[src/rtl/selector.sv]
// rtl/selector.sv - Viterbi ACS output stage: minimum-metric survivor select and window refresh pulse.
module selector #(
  parameter int PATH_W   = 8,
  parameter int METRIC_W = 4,
  parameter int PTR_W    = 3
) (
  input  logic                clk,
  input  logic                rst,
  input  logic                valid_in,
  input  logic [PATH_W-1:0]   updated_selected_branch_at_00,
  input  logic [PATH_W-1:0]   updated_selected_branch_at_01,
  input  logic [PATH_W-1:0]   updated_selected_branch_at_10,
  input  logic [PATH_W-1:0]   updated_selected_branch_at_11,
  input  logic [METRIC_W-1:0] new_branch_metric_00,
  input  logic [METRIC_W-1:0] new_branch_metric_01,
  input  logic [METRIC_W-1:0] new_branch_metric_10,
  input  logic [METRIC_W-1:0] new_branch_metric_11,
  input  logic [PTR_W-1:0]    write_pointer_in,
  output logic [PATH_W-1:0]   out,
  output logic                refresh
);

  logic [METRIC_W-1:0] w_lo_metric;
  logic [PATH_W-1:0]   w_lo_path;
  logic [METRIC_W-1:0] w_hi_metric;
  logic [PATH_W-1:0]   w_hi_path;
  logic [PATH_W-1:0]   w_best_path;
  logic                w_wrap;

  logic [PATH_W-1:0]   r_out;
  logic                r_refresh;

  // Strict less-than replaces the incumbent, so equal metrics keep the lower state.
  always_comb begin
    w_lo_metric = new_branch_metric_00;
    w_lo_path   = updated_selected_branch_at_00;
    if (new_branch_metric_01 < new_branch_metric_00) begin
      w_lo_metric = new_branch_metric_01;
      w_lo_path   = updated_selected_branch_at_01;
    end

    w_hi_metric = new_branch_metric_10;
    w_hi_path   = updated_selected_branch_at_10;
    if (new_branch_metric_11 < new_branch_metric_10) begin
      w_hi_metric = new_branch_metric_11;
      w_hi_path   = updated_selected_branch_at_11;
    end

    w_best_path = w_lo_path;
    if (w_hi_metric < w_lo_metric) begin
      w_best_path = w_hi_path;
    end
  end

  assign w_wrap = (write_pointer_in == {PTR_W{1'b1}});

  always_ff @(posedge clk) begin
    if (rst) begin
      r_out     <= '0;
      r_refresh <= 1'b0;
    end else begin
      if (valid_in) begin
        r_out <= w_best_path;
      end
      r_refresh <= valid_in & w_wrap;
    end
  end

  assign out     = r_out;
  assign refresh = r_refresh;

endmodule

[config.mk]
export PLATFORM = sky130hd
export DESIGN_NAME = selector
export DESIGN_NICKNAME = d
export VERILOG_FILES = /design/src/rtl/selector.sv
export SDC_FILE = /design/constraint.sdc
export NUM_CORES = 1
export LEC_CHECK = 0
export ABC_AREA = 1
export CAP_MARGIN = 30
export CORE_AREA = 2 2 59 61
export DETAILED_ROUTE_END_ITERATION = 8
export DIE_AREA = 0 0 61 63
export HOLD_SLACK_MARGIN = 0.02
export PLACE_DENSITY = 0.74
export SLEW_MARGIN = 20
export SYNTH_ARGS = -nofsm -noshare
export SYNTH_HDL_FRONTEND = slang
export SYNTH_SLANG_ARGS = --single-unit
export TNS_END_PERCENT = 50
[constraint.sdc]
create_clock -name clk -period 2.3 [get_ports clk]
set_input_delay 0.575 -clock clk [delete_from_list [all_inputs] [get_ports clk]]
set_output_delay 0.575 -clock clk [all_outputs]
set_load 0.02 [all_outputs]
==> impl_metrics.yaml <==
synth:
  synth.most_common_cell: "nand2_1"
  syn_inst: 149
  synthesis.area_mm2: 0.00103
  ys_seq_elements: 9
  synthFlopType: "dfxtp_1"
  synth_edf_count: 0
  yosysUniqueCellTypes: 20
  synth-warning-count: 0
  synth.net_count: 214
  ys_async_sr_fraction_pct: 0
  syn_area_per_cell_um2: 6.93
  ys_seq_area_share_pct: 17.5
  synth_common_cells: "nand2_1 (32), inv_1 (29), nand3_1 (19)"
  yosys.area.top_type_share_pct: 17.5
  yosys.area.top_type: "dfxtp_1"
  netlist_top_cells_area: "dfxtp_1 (17%), mux2_2 (14%), ha_1 (13%)"
grt:
  grt_usage_pct: 16.1
  grt_max_degree: 10
  grt_first_pass_wirelength_mm: 4.88
  overflow: 0
  first_global_vias: 1209
  grt_antenna_before_repair: 0
drt:
  vias_per_cell: 4.42
  ant_nets: 0
  firstDrtPassIters: 4
  initialDrtViolationCount: 65
  finalWirelength_mm: 3.14
  drc: 0
  vias: 1234
  wl_per_cell_um: 11.3
timing:
  fin_crit_sh_pct: 97.6
  hold_viol_final: 0
  setup_slack_ns: 0.0543
  setup_tns_ns: 0
  setup_viol: 0
  finClkSkew_ns: 0
  max_freq_mhz: 445
  worst-slew-pin-transition_ns: 0.428
  min_period_ns: 2.25
  slew_violations: 0
  max_slew_margin_pct: 71.4
  hold_slack_ns: 0.467
power:
  internal_power_uw: 502
  p_comb_share_pct: 62.5
  sequentialPowerShare_pct: 22.4
  peakVddDrop_uv: 217
  p_total_uw: 811
  p_clk_share_pct: 15.1
  switching_share_pct: 38.1
  power_leakage_nw: 0.941
  p_per_area_mw_per_mm2: 402
  p_sw_uw: 309
floorplan:
  rows: 21
  io_pins: 63
  die_area_mm2: 0.00384
  die_x_um: 61
  die_y_um: 63
  start_util_pct: 31.9
  core_region_area_mm2: 0.00323
critical_path:
  cp.arrival_ns: 2.43
  cp-start-kind: "input pin"
  worstPathRequired_ns: 2.49
  crit_type: "in2reg"
  slowest_stage: "ha_1"
  cp_cell_sequence: "clkdlybuf4s15_1 > inv_2 > buf_4 > buf_4 > buf_4 > buf_4 > buf_4 > nand2_2 > o21ai_2 > ha_1 > nand2_2 > nand2_4 > nand2_4 > nand2_8 > nand2_2 > nand3_2 > a21oi_2"
  cpPeakStageDelay_ns: 0.28
  worstPathMaxFanout: 8
  cp_num_buf_inv: 7
  critical_path.most_common_cell: "buf_4"
  crit_family: "buffers and inverters"
  endpoint_kind: "flip-flop"
final_layout:
  syn_to_final_growth_pct: 95.4
  drive_gt1_share_pct: 37.3
  post-route-util_pct: 62.4
  diodes: 0
  nNetsFinal: 299
placement:
  pre_cts_ws_ns: -0.586
  gp_congestion: 0.763
  port_buffers: 62
  hpwl_mm: 2.24
status:
  status: "completed"
cts:
  cts_buffer_depth: 2
  cts_buffers: 3
  clock_latency_ns: 0.26
  numClockSinks: 9
  holdBufCountCts: 0
  h-tree-depth: 1
  clk_pin_slew_ns: 0.06
  cts_tree: "built"
  cts-root-buf: "clkbuf_4"
hold_path:
  holdCritPathClass: "reg2reg"
job:
  cap_violations: 0
power by group through the flow:
stage | logic (mW) | clock network (mW) | registers, mW
floorplan | 0.223 | 0 | 0.207
global placement | 0.414 | 0 | 0.185
detailed placement | 0.418 | 0 | 0.185
CTS | 0.450 | 0.126 | 0.182
global route | 0.553 | 0.138 | 0.184
finish | 0.506 | 0.122 | 0.182
what timing repair did:
item	4_1_cts	5_1_grt
endpoints found under the setup margin	8	8
cloned	2	0
pin swaps	17	25
gates resized for setup	27	47
buffers inserted	8	0
flip-flops by register name, indices dropped and copies added, names as in the netlist:
signal,count
out,8
refresh,1
cell families after synthesis:
family / synth area share, %
simple gates: 26.7
buf+inv: 15.9
compound gates: 9.21
mux: 17.5
fa+ha+maj: 13.3
flops: 17.5
area by class of cell:
type	instances	area, µm²
fill	300	1210
clock buffer	4	26.3
multi-input combinational	105	887
tap	46	57.6
timing repair buffer	82	742
inverter	33	124
sequential	9	180
cells in the final DEF, fill, tap and decap left out, types with 6 or more instances in the layout:
| master | instances |
|---|---|
| a21oi_2 | 6 |
| buf_4 | 20 |
| clkbuf_2 | 6 |
| clkdlybuf4s50_1 | 47 |
| dfxtp_1 | 9 |
| inv_1 | 21 |
| inv_2 | 8 |
| mux2_2 | 13 |
| nand2_1 | 24 |
| nand2_2 | 9 |
| nand3_1 | 16 |
stage by stage:
step	cells	area, µm²
final	279	2020
after global routing	279	2020
after floorplan	149	1040
after detailed placement	265	1770
after CTS	279	1900
after global placement	265	1770
metal layers:
layer	global-route usage [%]	vias to the layer above	share of wire, %
li1	-	644	-
met1	20.7	546	43
met2	28.8	44	51
met3	1.86	0	5.3
met4	1.63	0	0
met5	0	-	0
worst register-to-register path: cells and delay by family (launching register included):
kind / cells / cell delay, ns
flops: 1 / 0.34
compound gates: 1 / 0.13
simple gates: 1 / 0.08
path summary, 6_finish.rpt:
check	to	depth (start not counted)	from	slack, ns
worst min-delay path	out[2]$_SDFFE_PP0P_	2	out[2]$_SDFFE_PP0P_	0.47
worst max register to register	out[0]$_SDFFE_PP0P_	2	out[0]$_SDFFE_PP0P_	1.68
worst min register to register	out[2]$_SDFFE_PP0P_	2	out[2]$_SDFFE_PP0P_	0.47
worst max-delay path	out[0]$_SDFFE_PP0P_	17	new_branch_metric_00[1]	0.05
Note: power is estimated with default switching activity, not from simulation.
